[src/rtl/sgf_mult_norm_round.sv]
// FP multiply back end: normalizes the raw significand product, rounds to nearest-even,
// range-checks the exponent and packs an IEEE-754 result behind a 2-stage valid/ready pipe.
module sgf_mult_norm_round #(
  parameter int SW = 24,
  parameter int EW = 8
) (
  input  logic                 clk,
  input  logic                 rst,
  input  logic                 in_valid_i,
  output logic                 in_ready_o,
  input  logic [2*SW-1:0]      sgf_prod_i,
  input  logic [EW+1:0]        exp_sum_i,
  input  logic                 sign_i,
  output logic                 out_valid_o,
  input  logic                 out_ready_i,
  output logic [EW+SW-1:0]     result_o,
  output logic                 overflow_o,
  output logic                 underflow_o
);

  localparam int PW = 2 * SW;
  localparam int XW = EW + 2;
  // One spare bit so the two possible +1 increments can never wrap the exponent.
  localparam int IW = XW + 1;
  localparam logic [IW-1:0] EXP_MAX = IW'((2 ** EW) - 1);

  logic adv1, adv2;

  logic          s1_valid;
  logic [SW-1:0] s1_mant;
  logic          s1_guard;
  logic          s1_sticky;
  logic          s1_zero;
  logic          s1_sign;
  logic [IW-1:0] s1_exp;

  logic [SW-1:0] n_mant;
  logic          n_guard;
  logic          n_sticky;
  logic [IW-1:0] n_exp;
  logic [IW-1:0] exp_ext;

  logic          rup;
  logic [SW:0]   m2;
  logic [IW-1:0] e2;
  logic [SW-2:0] frac;
  logic          n_ovf;
  logic          n_unf;
  logic [EW+SW-1:0] n_result;
  logic          unused_hidden;

  assign adv2       = ~out_valid_o | out_ready_i;
  assign adv1       = ~s1_valid | adv2;
  assign in_ready_o = adv1;

  assign exp_ext = {{(IW-XW){exp_sum_i[XW-1]}}, exp_sum_i};

  always_comb begin
    if (sgf_prod_i[PW-1]) begin
      n_mant   = sgf_prod_i[PW-1:SW];
      n_guard  = sgf_prod_i[SW-1];
      n_sticky = |sgf_prod_i[SW-2:0];
      n_exp    = exp_ext + IW'(1);
    end else begin
      n_mant   = sgf_prod_i[PW-2:SW-1];
      n_guard  = sgf_prod_i[SW-2];
      n_sticky = |sgf_prod_i[SW-3:0];
      n_exp    = exp_ext;
    end
  end

  always_ff @(posedge clk or negedge rst) begin
    if (!rst) begin
      s1_valid  <= 1'b0;
      s1_mant   <= '0;
      s1_guard  <= 1'b0;
      s1_sticky <= 1'b0;
      s1_zero   <= 1'b0;
      s1_sign   <= 1'b0;
      s1_exp    <= '0;
    end else if (adv1) begin
      s1_valid <= in_valid_i;
      if (in_valid_i) begin
        s1_mant   <= n_mant;
        s1_guard  <= n_guard;
        s1_sticky <= n_sticky;
        s1_zero   <= (sgf_prod_i == '0);
        s1_sign   <= sign_i;
        s1_exp    <= n_exp;
      end
    end
  end

  assign rup           = s1_guard & (s1_sticky | s1_mant[0]);
  assign m2            = {1'b0, s1_mant} + (SW+1)'(rup);
  assign unused_hidden = m2[SW-1];

  // A carry out of an all-ones mantissa renormalizes to 1.0 with the exponent bumped.
  always_comb begin
    if (m2[SW]) begin
      frac = '0;
      e2   = s1_exp + IW'(1);
    end else begin
      frac = m2[SW-2:0];
      e2   = s1_exp;
    end
  end

  always_comb begin
    n_ovf    = 1'b0;
    n_unf    = 1'b0;
    n_result = {s1_sign, e2[EW-1:0], frac};
    if (s1_zero) begin
      n_result = {s1_sign, {(EW+SW-1){1'b0}}};
    end else if (!e2[IW-1] && (e2 >= EXP_MAX)) begin
      n_result = {s1_sign, {EW{1'b1}}, {(SW-1){1'b0}}};
      n_ovf    = 1'b1;
    end else if (e2[IW-1] || (e2 == '0)) begin
      n_result = {s1_sign, {(EW+SW-1){1'b0}}};
      n_unf    = 1'b1;
    end
  end

  // Outputs only move on adv2, so a stalled result and its flags stay put.
  always_ff @(posedge clk or negedge rst) begin
    if (!rst) begin
      out_valid_o <= 1'b0;
      result_o    <= '0;
      overflow_o  <= 1'b0;
      underflow_o <= 1'b0;
    end else if (adv2) begin
      out_valid_o <= s1_valid;
      if (s1_valid) begin
        result_o    <= n_result;
        overflow_o  <= n_ovf;
        underflow_o <= n_unf;
      end else begin
        result_o    <= '0;
        overflow_o  <= 1'b0;
        underflow_o <= 1'b0;
      end
    end
  end

endmodule

[config.mk]
export PLATFORM = sky130hd
export DESIGN_NAME = sgf_mult_norm_round
export DESIGN_NICKNAME = d
export VERILOG_FILES = /design/src/rtl/sgf_mult_norm_round.sv
export SDC_FILE = /design/constraint.sdc
export NUM_CORES = 1
export LEC_CHECK = 0
export BUFFER_PORTS_ARGS = -buffer_cell sky130_fd_sc_hd__buf_2
export CAP_MARGIN = 20
export CORE_MARGIN = 10
export CORE_UTILIZATION = 54
export DETAILED_ROUTE_END_ITERATION = 12
export PLACE_DENSITY = 0.8
export SLEW_MARGIN = 30
export SYNTH_ARGS = -nofsm -noshare
export SYNTH_HDL_FRONTEND = slang
export SYNTH_SLANG_ARGS = --single-unit
[constraint.sdc]
create_clock -name clk -period 4.43 [get_ports clk]
set_input_delay 0.2215 -clock clk [delete_from_list [all_inputs] [get_ports clk]]
set_output_delay 0.2215 -clock clk [all_outputs]
set_load 0.03 [all_outputs]
==> results.yml, run 1 <==
status:
  status: "finished with violations"
  violations: "hold timing"
power:
  clockPowerShare_pct: 31.9
  p_int_uw: 1250
  switchingPower_uw: 605
  p_comb_share_pct: 21.7
  p_sw_share_pct: 32.5
  vdd_drop_max_mv: 0.176
  p_leak_uw: 0.00225
  power_per_cell_area_mw_per_mm2: 374
  p_seq_share_pct: 46.5
  total_power_uw: 1860
flow_run:
  maxCapViolations: 0
floorplan:
  die-area_mm2: 0.0118
  start_util_pct: 55.0
  num_io_pins: 99
  die_y_um: 108
  core_area_mm2: 0.00769
  die_width_um: 108
  num_rows: 32
drt:
  avgViaCountPerCell: 5.61
  drc: 0
  num_vias: 3627
  drt-pass1-iter-count: 6
  drt-initial-drc-count: 194
  drt_wl_total_um: 10400
  antenna_left: 0
  wl_per_cell_um: 16.1
clocking:
  cts_buffer_depth: 2
  cts_resized: 0
  path_clk_slew_ns: 0.07
  clkLatencyLatePin_ns: 0.35
  postCtsHoldBufs: 0
  cts_buffers: 9
  cts-root-buf: "clkbuf_8"
  ctsHtreeMaxLevel: 3
  cts_sinks: 75
  cts_tree: "yes"
  postCtsSetupRepairBufs: 0
final_layout:
  drive_gt1_share_pct: 27.2
  fillers: 668
  fin_util_pct: 64.7
  n_antenna_cell: 0
  area_delta_synth_final_pct: 17.7
  nets: 607
timing:
  setup_tns_ns: 0
  min_period_ns: 3.32
  rsz0062_at_grt: "false"
  setup_violations: 0
  whs_ns: -0.0236
  timing.fmax_ghz: 0.302
  slew_headroom_pct: 44.7
  worst_slew_pin_slew_ns: 0.829
  drv_slew: 0
  fin_skew_ns: 0.00885
  finalHoldViolations: 37
  period_share_pct: 74.9
worst_setup_path:
  cp-startpoint: "s1_mant[0]$_DFFE_PN0P_"
  required_ns: 4.70
  cp-end-kind: "flip-flop"
  setup.worst_path.start_class: "flip-flop"
  endpoint: "result_o[2]$_DFFE_PN0P_"
  worstReg2RegStart: "s1_mant[0]$_DFFE_PN0P_"
  critPathKind: "reg -> reg"
  ff2ff_path_depth: 10
  cp.arrival_ns: 3.59
  worstReg2RegEnd: "result_o[2]$_DFFE_PN0P_"
  crit_fanout: 23
  ff2ff_setup_slack_ns: 1.11
yosys:
  synth_async_sr_flop_share_pct: 100
  syn-num-nets: 524
  yosysMostFrequentCell: "nand2_1"
  synth.largest_area_cell: "dfrtp_1"
  syn_avg_cell_area_um2: 9.25
  synth_area_mm2: 0.00423
  yosysSeqAreaShare_pct: 44.4
  synth-edff-count: 0
  yosysUniqueCellTypes: 47
  synth.top_cell.area_share_pct: 44.4
  ys_warn_count: 0
  synth_top_flop_cell: "dfrtp_1"
  synth-seq-cells: 75
  netlist_instances: 457
  ys_top_cells_by_count: "nand2_1 (92), dfrtp_1 (75), o21ai_0 (45), mux2i_1 (26), xnor2_1 (22)"
  synth.area.top_cells: "dfrtp_1 (44%), nand2_1 (8.2%), mux2i_1 (6.2%)"
global_route:
  grt_pass1_wl_um: 17000
  grt_overflow: 0
  grt_pass1_vias: 3586
  grt_start_max_net_pins: 78
  grt_usage_pct: 17.6
  antenna_found_initial: 0
placement:
  io_buffers: 98
  place.gp.congestion: 0.875
  place_hpwl_um: 7850
min_path:
  hold_class: "in -> async"
==> registers in the layout (all words and copies together) (netlist names) <==
signal / count
s1_sticky: 1
s1_mant: 24
s1_sign: 1
underflow_o: 1
s1_guard: 1
s1_zero: 1
result_o: 32
overflow_o: 1
s1_valid: 1
out_valid_o: 1
s1_exp: 11
==> power by group through the flow <==
stage | Sequential, µW | Clock [µW] | Combinational, µW
after floorplan | 908 | 0 | 224
after global placement | 871 | 0 | 393
after detailed placement | 876 | 0 | 403
after CTS | 864 | 596 | 406
after global routing | 879 | 628 | 446
final | 864 | 592 | 403
==> worst max-delay path, stage by stage (launching register included) <==
cell	delay, ns
dfrtp_1	0.39
o21a_1	0.14
ha_1	0.19
ha_1	0.21
nand3_2	0.14
or4_1	0.73
nor3_1	0.29
mux2i_1	0.33
nand2_1	0.14
a211o_4	0.46
o21ai_0	0.21
==> through the flow <==
step	setup WS (ns)	std cells	area, µm²	hold slack [ns]
6_report	1.11	647	4970	-0.0236
5_1_grt	0.837	647	4970	0.0404
4_1_cts	1.12	647	4970	0.108
3_5_place_dp	1.16	631	4740	0.464
3_3_place_gp	1.30	631	4740	0.447
2_1_floorplan	1.27	457	4230	-0.0741
==> cell usage in the layout, fill, tap and decap left out, drive strengths merged, types with 6 or more instances in the layout <==
cell type / count
o21ai: 65
nor3: 8
xnor2: 22
xor2: 17
clkbuf: 10
nand3: 19
inv: 6
nand4: 13
mux2i: 26
nor2: 17
a221o: 6
dfrtp: 75
nor4: 13
buf: 101
nand2: 92
==> routing by layer <==
metal  part of all wire (%)  global-route usage (%)  up-vias
met1                     43                    22.6     1707
li1                       -                       -     1769
met2                     47                    27.8      137
met5                      0                       0        -
met3                    8.5                    4.88       14
met4                    1.5                    6.69        0
==> worst min path at each step <==
stage | cells after the start | slack (ns) | to | startpoint
floorplan | 0 | -0.07 | out_valid_o$_DFFE_PN0P_ | rst
finish | 2 | -0.02 | s1_exp[2]$_DFFE_PN0P_ | rst
global route | 2 | 0.04 | s1_exp[2]$_DFFE_PN0P_ | rst
CTS | 2 | 0.11 | s1_sign$_DFFE_PN0P_ | sign_i
detailed placement | 2 | 0.46 | result_o[22]$_DFFE_PN0P_ | result_o[22]$_DFFE_PN0P_
global placement | 2 | 0.45 | result_o[31]$_DFFE_PN0P_ | result_o[31]$_DFFE_PN0P_
==> final cells by class <==
type | count | area, µm² | area share [%]
flip-flops and latches | 75 | 1880 | 37.7
clock buffers | 10 | 138 | 2.77
well taps | 102 | 128 | 2.57
clock inverters | 6 | 88.8 | 1.79
multi-input cells | 347 | 2200 | 44.3
inverters | 6 | 22.5 | 0.453
repair buffers | 101 | 517 | 10.4
==> logic make-up (layout without fill, tap and decap cells) <==
kind of cell             count (synthesis)  after routing  synth area share (%)
AND/OR/NAND/NOR                        188            188                  22.0
AO/OA/AOI/OAI                           89             89                  14.2
flip-flops                              75             75                  44.4
XOR/XNOR                                39             39                  8.08
buffers and inverters                   35            123                  3.70
multiplexers                            27             27                  6.42
adder cells (fa/ha/maj)                  4              4                  1.18
No activity file was read; power rests on OpenSTA's default activity.
==> run 2: changes to the inputs <==
Settings changed: ABC_AREA from default to 1, CORE_UTILIZATION 54 to 50, PLACE_DENSITY 0.8 to 0.77.
Clock period 4.43 ns to 2.8 ns, I/O delays scaled along.
==> results.yml, run 2 <==
status:
  status: "completed"
yosys:
  syn_avg_cell_area_um2: 7.04
  synth_async_sr_flop_share_pct: 100
  synthAdderAreaFrac_pct: 1.08
  synth_mux_area_share_pct: 0
  yosysSeqAreaShare_pct: 40.4
  synth.top_cell.area_share_pct: 40.4
  synth_compound_area_share_pct: 9.90
  synth.area.top_cells: "dfrtp_1 (40%), nand2_1 (17%), nand3_1 (6.4%)"
  yosys.area_share.simple_pct: 39.2
  synth-edff-count: 0
  syn-num-nets: 727
  ys_top_cells_by_count: "nand2_1 (213), dfrtp_1 (75), nor2_1 (70), nand3_1 (59), inv_1 (58)"
  netlist_instances: 660
  ys_warn_count: 0
  synth_area_mm2: 0.00465
  synth_top_flop_cell: "dfrtp_1"
  yosysMostFrequentCell: "nand2_1"
  synth-seq-cells: 75
  yosysUniqueCellTypes: 42
  synth.largest_area_cell: "dfrtp_1"
  synth_xor_area_share_pct: 1.51
  synth_top_family_by_area: "simple AND/OR/NAND/NOR gates"
global_route:
  grt_pass1_wl_um: 20300
  grt_start_max_net_pins: 55
  grt_overflow: 0
  grt_usage_pct: 18.2
  antenna_found_initial: 0
  grt_pass1_vias: 4306
power:
  p_sw_share_pct: 36.7
  p_seq_share_pct: 42.1
  power_per_cell_area_mw_per_mm2: 595
  p_leak_uw: 0.00290
  vdd_drop_max_mv: 0.301
  clockPowerShare_pct: 27.8
  switchingPower_uw: 1200
  p_comb_share_pct: 30.1
  total_power_uw: 3270
  p_int_uw: 2070
clocking:
  cts_buffers: 9
  clkLatencyLatePin_ns: 0.35
  cts_sinks: 75
  cts-root-buf: "clkbuf_8"
  postCtsSetupRepairBufs: 0
  ctsHtreeMaxLevel: 3
  cts_tree: "yes"
  path_clk_slew_ns: 0.08
  cts_buffer_depth: 2
timing:
  worst_slew_pin_slew_ns: 0.482
  slew_headroom_pct: 67.8
  whs_ns: 0.00265
  finalHoldViolations: 0
  drv_slew: 0
  period_share_pct: 91.3
  timing.fmax_ghz: 0.391
  setup_violations: 0
  min_period_ns: 2.56
  fin_skew_ns: 0.0165
  setup_ws_ns: 0.243
placement:
  place.gp.congestion: 0.870
  place_hpwl_um: 9580
  preCtsSetupSlack_ns: 0.169
  placed_cell_area_mm2: 0.00526
  io_buffers: 98
worst_setup_path:
  cp-end-kind: "flip-flop"
  worstReg2RegStart: "s1_mant[0]$_DFFE_PN0P_"
  cp-startpoint: "s1_mant[0]$_DFFE_PN0P_"
  cp.arrival_ns: 2.80
  required_ns: 3.04
  critPathKind: "reg -> reg"
  crit_fanout: 23
  setup.worst_path.start_class: "flip-flop"
drt:
  drt-initial-drc-count: 281
  num_vias: 4625
  drt-pass1-iter-count: 8
  avgViaCountPerCell: 5.30
  antenna_left: 0
  drt_wl_total_um: 12100
  drc: 0
  wl_per_cell_um: 13.8
final_layout:
  n_antenna_cell: 0
  largest_register_ffs: 32
  fin_util_pct: 60.1
  layout_commonest_cell: "nand2_1"
  nets: 823
  final_cell_mix: "nand2_1 (213), buf_2 (98), dfrtp_1 (75), nor2_1 (69), nand3_1 (59)"
  fin_area_mm2: 0.00550
  largestRegisters: "result_o x32, s1_mant x24, s1_exp x11"
  top_register: "result_o"
  drive_gt1_share_pct: 19.3
  area_delta_synth_final_pct: 18.3
floorplan:
  num_rows: 35
  core_area_mm2: 0.00915
  start_util_pct: 50.8
  die-area_mm2: 0.0136
  die_width_um: 116
  num_io_pins: 99
  die_y_um: 116
min_path:
  min-delay-start: "sign_i"
  hold_class: "in -> reg"
flow_run:
  maxCapViolations: 0
-- run 2: cell type report --
class                      count  area, µm²
fill                         850       3650
multi-input combinational    497       2410
sequential                    75       1880
timing repair buffer         111        616
inverter                      62        238
tap                          111        139
clock buffer                  10        128
clock inverter                 6       87.6
-- run 2: worst paths after layout --
check | slack (ns) | depth (start not counted) | to
setup / recovery | 0.24 | 18 | result_o[8]$_DFFE_PN0P_
hold / removal | 0.003 | 3 | s1_sign$_DFFE_PN0P_
setup reg to reg | 0.24 | 18 | result_o[8]$_DFFE_PN0P_
max in group asynchronous | 2.02 | 3 | result_o[0]$_DFFE_PN0P_
min in group asynchronous | 0.11 | 2 | result_o[31]$_DFFE_PN0P_
hold reg to reg | 0.48 | 2 | result_o[19]$_DFFE_PN0P_
-- run 2: power groups by stage --
stage	clock network [µW]	logic, µW	registers [µW]
3_3_place_gp	0	968	1380
6_report	908	985	1380
3_5_place_dp	0	983	1390
5_1_grt	973	1100	1400
4_1_cts	918	988	1370
2_1_floorplan	0	545	1500
-- run 2: cell families (layout without fill, tap and decap cells) --
group	Yosys count	count (layout)
adders and majority gates	4	4
DFF	75	75
buffers and inverters	88	189
and+or+nand+nor	409	409
xor gates and xnor gates	8	8
AOI/OAI and AO/OA	76	76
-- run 2: metal layers --
| metal | share of wire [%] | vias up | GRT usage, % |
|---|---|---|---|
| li1 | - | 2369 | - |
| met1 | 50 | 2096 | 25.9 |
| met2 | 42 | 141 | 26.2 |
| met3 | 6.6 | 19 | 4.67 |
| met4 | 1.5 | 0 | 6.01 |
| met5 | 0 | - | 0 |
-- run 2: through the flow --
stage | cells | setup TNS [ns]
global placement | 855 | 0
finish | 872 | 0
CTS | 872 | 0
floorplan | 660 | 0
global route | 872 | -0.00896
detailed placement | 855 | 0
-- run 2: worst max-delay path, stage by stage, from the launching register on --
cell,delay [ns]
dfrtp_1,0.40
o21a_1,0.18
ha_1,0.19
ha_1,0.19
nand2_1,0.12
nor2_4,0.06
nand2_2,0.15
inv_4,0.07
nand2_4,0.17
nand2_1,0.07
nand2_1,0.11
nand2_1,0.08
nor2_1,0.12
nand2_1,0.08
nor2_2,0.14
nor2_4,0.05
buf_12,0.15
nand3_1,0.08
nand2_1,0.05
-- run 2: what timing repair did --
item,in CTS,in global routing
resized for setup,0,3
endpoints found under the setup margin,0,23
hold buffers,1,0
hold endpoints to repair,75,0
==> run 3: changes to the inputs <==
==> constraint.sdc (replaced) <==
create_clock -name clk -period 2.8 [get_ports clk]
set_input_delay 0.56 -clock clk [delete_from_list [all_inputs] [get_ports clk]]
set_output_delay 0.56 -clock clk [all_outputs]
set_load 0.03 [all_outputs]
==> results.yml, run 3 (synthesis gave the netlist of run 2 again) <==
drt:
  num_vias: 4610
  drt-pass1-iter-count: 5
  wl_per_cell_um: 13.8
  avgViaCountPerCell: 5.29
  drt-initial-drc-count: 269
  drc: 0
  antenna_left: 0
  drt_wl_total_um: 12000
placement:
  dp.cells: 854
  preCtsSetupSlack_ns: 0.177
  place.gp.congestion: 0.895
  io_buffers: 98
  place_hpwl_um: 9470
min_path:
  hold_class: "in -> async"
clocking:
  cts_buffer_depth: 2
  ctsHtreeMaxLevel: 3
  path_clk_slew_ns: 0.08
  cts_buffers: 9
  postCtsHoldBufs: 0
  cts_tree: "yes"
  cts-root-buf: "clkbuf_8"
  clkLatencyLatePin_ns: 0.35
  cts_sinks: 75
global_route:
  grt.busiest_layer: "met2"
  grt_pass1_wl_um: 19900
  grt_use_met2_pct: 25.5
  grt_pass1_vias: 4301
  use_met1_pct: 25.3
  grt_overflow: 0
  grt_start_max_net_pins: 65
  antenna_found_initial: 0
  grt_usage_pct: 17.9
  grtUsageMet3_pct: 4.62
timing:
  min_period_ns: 2.58
  drv_slew: 0
  whs_ns: 0.223
  setup_violations: 0
  finalHoldViolations: 0
  fin_skew_ns: 0.0123
  timing.fmax_ghz: 0.388
  rsz0062_at_grt: "true"
  setup_ws_ns: 0.220
  worst_slew_pin_slew_ns: 0.706
  period_share_pct: 92.1
  slew_headroom_pct: 52.8
floorplan:
  die_y_um: 116
  num_io_pins: 99
  num_rows: 35
  die_width_um: 116
  start_util_pct: 50.8
  die-area_mm2: 0.0136
  core_area_mm2: 0.00915
power:
  power_per_cell_area_mw_per_mm2: 601
  p_int_uw: 2100
  switchingPower_uw: 1210
  vdd_drop_max_mv: 0.262
  clockPowerShare_pct: 29.0
  p_sw_share_pct: 36.6
  total_power_uw: 3310
  p_seq_share_pct: 41.4
  p_comb_share_pct: 29.6
  p_leak_uw: 0.00291
final_layout:
  stdcell_count: 872
  drive_gt1_share_pct: 19.6
  layout_commonest_cell: "nand2_1"
  top_register: "result_o"
  nets: 823
  largest_register_ffs: 32
  fin_util_pct: 60.2
  n_antenna_cell: 0
  largestRegisters: "result_o x32, s1_mant x24, s1_exp x11"
  final_cell_mix: "nand2_1 (213), buf_2 (98), dfrtp_1 (75), nor2_1 (69), nand3_1 (59)"
  fillers: 850
  area_delta_synth_final_pct: 18.4
worst_setup_path:
  cp.arrival_ns: 2.82
  critPathKind: "reg -> reg"
  cp_slowest_cell: "dfrtp_1"
  crit_fanout: 23
  cpPeakStageDelay_ns: 0.40
  setup.worst_path.start_class: "flip-flop"
  cp-end-kind: "flip-flop"
  required_ns: 3.04
  path_cells: "o21a_1 > ha_1 > ha_1 > nand2_1 > nor2_4 > nand2_2 > inv_2 > nand2_4 > nand2_1 > nand2_1 > nand2_1 > nor2_1 > nand2_1 > nor2_2 > nor2_4 > buf_12 > nand3_1 > nand2_1"
  cp_common_cell: "nand2_1"
flow_run:
  maxCapViolations: 0
status:
  status: "completed"
==> run 3: cell count changes in the layout (fill, tap and decap cells not counted), sizes merged <==
cell	before	now
buf	110	111
clkinv	4	3
dlygate4sd3	1	0
clkinvlp	0	1
==> run 3: worst paths after layout <==
path / from / to / slack, ns / depth (start not counted)
hold / removal: rst / result_o[31]$_DFFE_PN0P_ / 0.22 / 2
hold reg to reg: result_o[6]$_DFFE_PN0P_ / result_o[6]$_DFFE_PN0P_ / 0.48 / 2
setup reg to reg: s1_sticky$_DFFE_PN0P_ / result_o[2]$_DFFE_PN0P_ / 0.22 / 18
max in group asynchronous: rst / s1_mant[8]$_DFFE_PN0P_ / 2.14 / 2
setup / recovery: s1_sticky$_DFFE_PN0P_ / result_o[2]$_DFFE_PN0P_ / 0.22 / 18
min in group clk: sign_i / s1_sign$_DFFE_PN0P_ / 0.43 / 3
==> run 3: routing by layer <==
metal  part of all wire [%]  wire length, µm
met5                      0                0
met4                    2.0              238
met3                    6.7              811
met2                     41             4960
met1                     50             6030
==> run 3: power groups by stage <==
stage	Combinational [µW]	Sequential (µW)	Clock (µW)
2_1_floorplan	545	1500	0
4_1_cts	983	1370	977
3_3_place_gp	961	1380	0
6_report	979	1370	959
5_1_grt	1100	1390	1030
3_5_place_dp	976	1390	0
==> run 3: worst max-delay path, delay by kind of cell (launching register included) <==
kind / cells / cell delay, ns
adders and majority gates: 2 / 0.38
AOI/OAI and AO/OA: 1 / 0.19
buffers and inverters: 2 / 0.24
and+or+nand+nor: 13 / 1.24
DFF: 1 / 0.40
==> run 3: per-stage QoR <==
stage          area [µm²]  setup TNS (ns)
3_3_place_gp         5240               0
2_1_floorplan        4650               0
4_1_cts              5480               0
6_report             5510               0
3_5_place_dp         5240               0
5_1_grt              5510         -0.0169
==> run 3: what timing repair did <==
item	CTS	global route
endpoints found under the setup margin	0	31
setup buffers	0	2
gates resized for setup	0	3
==> run 3: area by class of cell <==
class | count | area, µm² | area share, %
multi-input cells | 497 | 2410 | 43.9
flip-flops and latches | 75 | 1880 | 34.1
repair buffers | 111 | 604 | 11.0
inverters | 62 | 236 | 4.30
well taps | 111 | 139 | 2.52
clock buffers | 10 | 138 | 2.50
clock inverters | 6 | 96.3 | 1.75
